**config.mk**
```make
export PLATFORM = sky130hd
export DESIGN_NAME = pipe_buf_stage_flat
export DESIGN_NICKNAME = d
export VERILOG_FILES = /design/src/rtl/pipe_buf_stage_if.sv /design/src/rtl/pipe_buf_stage.sv /design/src/flat_wrapper.sv
export SDC_FILE = /design/constraint.sdc
export NUM_CORES = 1
export LEC_CHECK = 0
export ABC_CLOCK_PERIOD_IN_PS = 4700
export CAP_MARGIN = 5
export CORE_ASPECT_RATIO = 0.75
export CORE_UTILIZATION = 25
export CTS_CLUSTER_SIZE = 40
export DETAILED_ROUTE_END_ITERATION = 10
export GPL_TIMING_DRIVEN = 0
export MAX_ROUTING_LAYER = met4
export SYNTH_ARGS = -nofsm -noshare
export SYNTH_HDL_FRONTEND = slang
export SYNTH_SLANG_ARGS = --single-unit
```
**constraint.sdc**
```tcl
create_clock -name clk -period 4.7 [get_ports clk]
set_clock_uncertainty 0.15 [all_clocks]
set_input_delay 0.705 -clock clk [delete_from_list [all_inputs] [get_ports clk]]
set_output_delay 0.705 -clock clk [all_outputs]
set_load 0.01 [all_outputs]
```
**src/rtl/pipe_buf_stage_if.sv**
```systemverilog
// Handshake bundle for one elastic pipeline buffer stage.
// The master side is the surrounding pipeline (upstream producer plus
// downstream consumer); the slave side is the buffer itself.
interface pipe_buf_stage_if #(
   parameter int unsigned WIDTH = 32,
   parameter int unsigned DEPTH = 1
);
   localparam int unsigned CW = $clog2(DEPTH + 1);

   logic             flush;
   logic             in_valid;
   logic [WIDTH-1:0] in_data;
   logic             in_ready;
   logic             out_valid;
   logic [WIDTH-1:0] out_data;
   logic             out_ready;
   logic [CW-1:0]    count;
   logic             full;
   logic             empty;

   modport master (
      output flush, in_valid, in_data, out_ready,
      input  in_ready, out_valid, out_data, count, full, empty
   );

   modport slave (
      input  flush, in_valid, in_data, out_ready,
      output in_ready, out_valid, out_data, count, full, empty
   );
endinterface

```
**src/rtl/pipe_buf_stage.sv**
```systemverilog
// Elastic pipeline buffer stage: DEPTH-entry circular buffer carrying an
// opaque packed payload with valid/ready handshaking, synchronous flush for
// branch squash and optional zeroing of the head payload on bubbles.
module pipe_buf_stage #(
   parameter int unsigned WIDTH       = 32,
   parameter int unsigned DEPTH       = 1,
   parameter bit          PASS_READY  = 1'b1,
   parameter bit          BUBBLE_ZERO = 1'b1
) (
   input  logic            clk,
   input  logic            reset,
   pipe_buf_stage_if.slave bus
);
   localparam int unsigned CW = $clog2(DEPTH + 1);
   localparam int unsigned PW = (DEPTH > 1) ? $clog2(DEPTH) : 1;
   // Storage rounded up to 2**PW so a full-width pointer always indexes it;
   // slots at DEPTH and above are never written and stay zero.
   localparam int unsigned MN = 1 << PW;

   logic [WIDTH-1:0] mem [MN];
   logic [PW-1:0]    rd_ptr;
   logic [PW-1:0]    wr_ptr;
   logic [CW-1:0]    cnt;
   logic             push;
   logic             pop;
   logic             is_full;
   logic             is_empty;

   // Pointers wrap explicitly at DEPTH-1 so non-power-of-two depths work.
   function automatic logic [PW-1:0] ptr_next(input logic [PW-1:0] p);
      return (p == PW'(DEPTH - 1)) ? '0 : p + PW'(1);
   endfunction

   assign is_full  = (cnt == CW'(DEPTH));
   assign is_empty = (cnt == '0);
   assign push     = bus.in_valid & bus.in_ready;
   assign pop      = ~is_empty & bus.out_ready;

   // Acceptance: optionally let a same-cycle pop free the slot of a full buffer.
   always_comb begin
      bus.in_ready = ~is_full;
      if (PASS_READY) begin
         bus.in_ready = ~is_full | bus.out_ready;
      end
   end

   // Payload storage: written on an accepted push; a squashed push is dropped.
   always_ff @(posedge clk or negedge reset) begin
      if (!reset) begin
         for (int unsigned i = 0; i < MN; i++) begin
            mem[i] <= '0;
         end
      end else if (push && !bus.flush) begin
         mem[wr_ptr] <= bus.in_data;
      end
   end

   // Pointer and occupancy update; flush overrides any push or pop.
   always_ff @(posedge clk or negedge reset) begin
      if (!reset) begin
         rd_ptr <= '0;
         wr_ptr <= '0;
         cnt    <= '0;
      end else if (bus.flush) begin
         rd_ptr <= '0;
         wr_ptr <= '0;
         cnt    <= '0;
      end else begin
         if (push) begin
            wr_ptr <= ptr_next(wr_ptr);
         end
         if (pop) begin
            rd_ptr <= ptr_next(rd_ptr);
         end
         case ({push, pop})
            2'b10:   cnt <= cnt + CW'(1);
            2'b01:   cnt <= cnt - CW'(1);
            default: cnt <= cnt;
         endcase
      end
   end

   // Head presentation, with bubbles optionally reading as all-zero.
   always_comb begin
      bus.out_data = mem[rd_ptr];
      if (BUBBLE_ZERO && is_empty) begin
         bus.out_data = '0;
      end
   end

   assign bus.out_valid = ~is_empty;
   assign bus.count     = cnt;
   assign bus.full      = is_full;
   assign bus.empty     = is_empty;

   // Occupancy invariants.
   assert property (@(posedge clk) disable iff (!reset) !(is_full && is_empty));
   assert property (@(posedge clk) disable iff (!reset) cnt <= CW'(DEPTH));
endmodule

```
**src/flat_wrapper.sv**
```systemverilog
// flat-port wrapper written by rule: the top's interface ports become plain ports
module pipe_buf_stage_flat 
#(
   parameter int unsigned WIDTH       = 32,
   parameter int unsigned DEPTH       = 1,
   parameter bit          PASS_READY  = 1'b1,
   parameter bit          BUBBLE_ZERO = 1'b1
)
  (clk, reset, bus_flush, bus_in_valid, bus_in_data, bus_out_ready, bus_in_ready, bus_out_valid, bus_out_data, bus_count, bus_full, bus_empty);
  pipe_buf_stage_if #(.WIDTH(WIDTH), .DEPTH(DEPTH)) bus_i ();
  input  logic clk;
  input  logic reset;
  input wire logic [$bits(bus_i.flush)-1:0] bus_flush;
  input wire logic [$bits(bus_i.in_valid)-1:0] bus_in_valid;
  input wire logic [$bits(bus_i.in_data)-1:0] bus_in_data;
  input wire logic [$bits(bus_i.out_ready)-1:0] bus_out_ready;
  output wire logic [$bits(bus_i.in_ready)-1:0] bus_in_ready;
  output wire logic [$bits(bus_i.out_valid)-1:0] bus_out_valid;
  output wire logic [$bits(bus_i.out_data)-1:0] bus_out_data;
  output wire logic [$bits(bus_i.count)-1:0] bus_count;
  output wire logic [$bits(bus_i.full)-1:0] bus_full;
  output wire logic [$bits(bus_i.empty)-1:0] bus_empty;
  assign bus_i.flush = bus_flush;
  assign bus_i.in_valid = bus_in_valid;
  assign bus_i.in_data = bus_in_data;
  assign bus_i.out_ready = bus_out_ready;
  assign bus_in_ready = bus_i.in_ready;
  assign bus_out_valid = bus_i.out_valid;
  assign bus_out_data = bus_i.out_data;
  assign bus_count = bus_i.count;
  assign bus_full = bus_i.full;
  assign bus_empty = bus_i.empty;
  pipe_buf_stage #(.WIDTH(WIDTH), .DEPTH(DEPTH), .PASS_READY(PASS_READY), .BUBBLE_ZERO(BUBBLE_ZERO)) u_core (.clk(clk), .reset(reset), .bus(bus_i));
endmodule
```
* After elaboration in Yosys (flattened, before gate mapping)
Index checks and enable logic that the tools add are counted.
** Storage, ports and cells
- Register bits :: 67
- Bits in latches :: 0
- Memory bits (writable) :: 0
- ROM bits :: 0
- Output and inout bits :: 37
- Memories :: 0
** Cells by class
- Add/sub/neg operators :: 4
- Multiply operators :: 0
- Divide/modulo/power cells :: 0
- Order comparisons :: 3
- Eq/ne operators :: 2
- Shift operators :: 0
- Muxes and demuxes :: 15
- Bitwise gates (word level) :: 6
- Reduce and logical (&&, ||, !) cells :: 6
** Operator list (count)
- 32-bit two-way mux :: 5
- 64-bit bitwise mux :: 1
- 32-bit demux with 1-bit select :: 1
- 1-bit two-way mux :: 7
- 2-bit greater-or-equal comparator (second input constant) :: 2
- 1-bit NOT with 2-bit output :: 2
- 2-bit nonzero test :: 2
- 1-bit adder (second input constant) :: 3
- 3-bit nonzero test :: 1
- 1-bit AND :: 2
- 2-bit by 1-bit equality test with 1-bit output (second input constant) :: 1
- 2-bit equality test (second input constant) :: 1
- 1-bit logical AND :: 2
- 2-bit by 1-bit < comparator with 1-bit output (second input constant) :: 1
- 1-bit one-hot mux with 2 select lines :: 1
- 1-bit logical NOT :: 1
- 1-bit NOT :: 1
- 1-bit OR :: 1
- 1-bit subtractor (second input constant) :: 1

* Logic depth before layout (Yosys ltp)
- Word-level depth :: 6
- Depth in mapped cells :: 4

* Worst setup path before layout
No wires, ideal clock.
- Path kind :: in2reg
- Start point :: in bus_out_ready
- End point :: reg u_core.mem[51] (netlist name)
- Setup time :: 125 ps
- Data arrival time :: 1523 ps
- Data required time :: 4425 ps
- Path slack :: 2902 ps
- Cell stages on the path :: 4
- Path buffers :: 1
- Path through :: nor2b_4 -> nor3b_4 -> buf_6 -> mux2_2
** Between the ends
- Cells in the longest elaborated chain, start to end :: 3
** RTL lines
- from (decl) :: line flat_wrapper.sv:16 : input wire logic [$bits(bus_i.out_ready)-1:0] bus_out_ready;
- 1-bit OR :: line pipe_buf_stage.sv:43 : bus.in_ready = ~is_full | bus.out_ready;
- 1-bit AND :: line pipe_buf_stage.sv:36 : assign push = bus.in_valid & bus.in_ready;
- 1-bit logical AND :: line pipe_buf_stage.sv:53 : end else if (push && !bus.flush) begin
- to (signal, indexed assignment) :: line pipe_buf_stage.sv:54 : mem[wr_ptr] <= bus.in_data;
- to (decl) :: line pipe_buf_stage.sv:20 : logic [WIDTH-1:0] mem [MN];
No other way between the ends.
A chain may end at the register's enable or synchronous reset.

* Final worst setup path
- Start point :: reg u_core.cnt, in the netlist u_core.bus.count
- End point :: out bus_out_data[18]
** Between the ends
- Cells in the longest elaborated chain, start to end :: 1
** RTL lines
- from (decl) :: line pipe_buf_stage.sv:23 : logic [CW-1:0] cnt;
- from (signal assigned) :: line pipe_buf_stage.sv:76 : 2'b10: cnt <= cnt + CW'(1);
- from (signal assigned) :: line pipe_buf_stage.sv:77 : 2'b01: cnt <= cnt - CW'(1);
- from (signal assigned) :: line pipe_buf_stage.sv:78 : default: cnt <= cnt;
- 32-bit two-way mux :: line pipe_buf_stage.sv:86 : if (BUBBLE_ZERO && is_empty) begin
- to (decl) :: line flat_wrapper.sv:19 : output wire logic [$bits(bus_i.out_data)-1:0] bus_out_data;
No other way between the ends.

==> results.md <==
* FF-to-FF setup slack at 2.84 ns
* Synth top area share at 0.553
* WL per Instance at 12.7 um
* Die area at 0.00629 mm^2
* Layout Nets at 228
* RSZ-0062 raised after global routing: no
* Reg2Reg Depth at 4
* Clock power share at 0.278
* First-pass DRT Iterations at 4
* Largest net degree at the start of global routing at 34
* Vias in the first global route at 1054
* Crit path DAT at 1.96 ns
* Synth top area cells: dfrtp_1, mux2_2, and2_1
* Min Tclk post-route at 2.82 ns
* Required time of the critical path at 3.85 ns
* WP buf/inv at 2
* Ports at 74
* Placer Congestion at 0.631
* Worst Setup EP: bus_out_data[18]
* Worst hold-check path type: primary input to asynchronous set/reset pin
* Switching power at 0.181 mW
* Slew Viols, Final at 0
* Final design utilization at 0.431
* HPWL after DPL at 2440 um
* Gate power share at 0.244
* Synth Warn # at 0
* Vias at 1073
* Worst VDD drop at 98.1 uV
* # rows at 23
* Die Wd at 91.3 um
* CTS Hold Bufs at 0
* Hold Fails Final Rpt at 0
* Layout area overhead at 60.4%
* Pleak at 0.969 nW
* Initial Util at 0.269
* CP startpoint kind: register
* Yosys reg bits at 33
* Post-route ant nets at 0
* Critical path depth at 3
* H-tree Lvls at 2
* Clock root buffer: clkbuf_8
* Slew HR at 0.501
* Longest Clk Path Bufs at 2
* Die Y at 68.9 um
* Total wire length at 3390 um
* TNS Setup at 0 ns
* Status: finished, final reports clean
* Initial DRC Count at 30
* Drc violations at 0
* Netlist cell types at 11
* Critical path class: register to primary output
* Critical-path cell list: clkbuf_1 > and2_1 > clkdlybuf4s50_1
* CTS sink cnt at 33
* Worst R2R End: u_core.mem[45]
* Cells after synthesis at 111
* TritonCTS buffer count at 5
* Share of layout cells above drive strength 1 at 0.234
* Critical Path Max Stage Delay at 0.55 ns
* Crit path from: u_core.bus.count
* Yosys top cell by area: dfrtp_1
* PwrDens at 307 mW/mm^2
* Final setup violating endpoints at 0
* Commonest non-fill, non-tap cells in the layout: clkdlybuf4s50_1, dfrtp_1, and2_1
* Slew of the pin with the lowest slew margin at 0.749 ns
* Internal power at 0.554 mW
* Final period util at 0.600
* Post-route cell area at 0.00240 mm^2
* Diodes inserted at 0
* Mean Syn Cell Area at 13.5 um^2
* Worst setup EP type: primary output
* Initial antenna violation count at 0
* Routed vias/inst at 4.02
* Clock transition at path regs at 0.07 ns
* Clock Latency Late Sink at 0.28 ns
* Placed Area at 0.00231 mm^2
* # Max-Cap Violations at 0
* Worst r2r src: u_core.bus.count
* Sw Ratio at 0.247
* Post-Syn Area at 0.00149 mm^2
* Commonest non-fill, non-tap cell in the layout: clkdlybuf4s50_1
* Seq/Total Area, Yosys at 0.553
* Gr usage total at 0.121
* Crit path max fanout at 10
* Family with the most delay on the worst path: buffers and inverters
* CP max-delay cell: clkdlybuf4s50_1
* Total grt overflow at 0
* Resize count post-CTS at 0
* Global-route wire length before repair at 5350 um
* # port buffers at 73
* Fmax at 355 MHz
* Sequential share of power at 0.478
* CORE AREA at 0.00555 mm^2
* CTS tree: built
* Post-Syn Nets at 148
* Post-CTS Setup Inserts at 0
[worst register-to-register path, delay by kind of cell (launching register included)]
| kind | cells | cell delay [ns] |
|---|---|---|
| buffers and inverters | 1 | 0.22 |
| DFF | 1 | 0.50 |
| muxes | 1 | 0.35 |
| and+or+nand+nor | 2 | 0.54 |
[synthesized netlist by cell type, drive strengths merged]
cell type / number
dfrtp: 33
and2: 32
mux2: 32
buf: 5
clkbuf: 3
inv: 2
nor2: 2
nor2b: 1
nor3b: 1
[power groups by stage]
stage / Combinational, mW / Clock, mW / Sequential [mW]
6_report: 0.179 / 0.204 / 0.351
5_1_grt: 0.195 / 0.226 / 0.358
4_1_cts: 0.183 / 0.215 / 0.352
3_5_place_dp: 0.182 / 0 / 0.357
3_3_place_gp: 0.182 / 0 / 0.355
2_1_floorplan: 0.0878 / 0 / 0.351
[routing by layer]
layer,global-route usage,wire [um]
met4,0.0595,69
met5,-,0
met2,0.155,1270
met3,0.0384,226
met1,0.169,1820
[worst min path at each step]
| stage | end | slack, ns | cells past startpoint |
|---|---|---|---|
| after floorplan | u_core.bus.count | 0.26 | 0 |
| after global placement | u_core.mem[55] | 0.31 | 1 |
| after detailed placement | u_core.mem[55] | 0.32 | 1 |
| after CTS | u_core.mem[55] | 0.33 | 1 |
| after global routing | u_core.mem[63] | 0.34 | 1 |
| final | u_core.mem[32] | 0.33 | 1 |
[kinds of logic (layout without fill, tap and decap cells)]
family        Yosys count  after routing  share of synthesized area
buf+inv                10             91                     0.0452
flops                  33             33                      0.553
mux                    32             32                      0.241
simple gates           36             36                      0.161
[flip-flops by register name (all words and copies together) (netlist names)]
name,count
u_core.mem,32
u_core.bus.count,1
[area by class of cell]
type | instances | area (um^2)
plain buffers | 8 | 60.1
clock buffers | 6 | 72.6
clock inverters | 2 | 10.0
fillers | 527 | 3160
inverters | 2 | 7.51
multi-input cells | 68 | 601
flip-flops and latches | 33 | 826
well taps | 75 | 93.8
repair buffers | 73 | 726
[per-stage QoR]
step	hold WS (ns)	std cells	setup slack, ns	power, mW
2_1_floorplan	0.259	111	2.90	0.439
3_3_place_gp	0.312	259	1.99	0.537
3_5_place_dp	0.319	259	2.01	0.539
4_1_cts	0.334	267	1.82	0.750
5_1_grt	0.342	267	1.72	0.779
6_report	0.331	267	1.88	0.735
(Power assumes the default switching activity.)
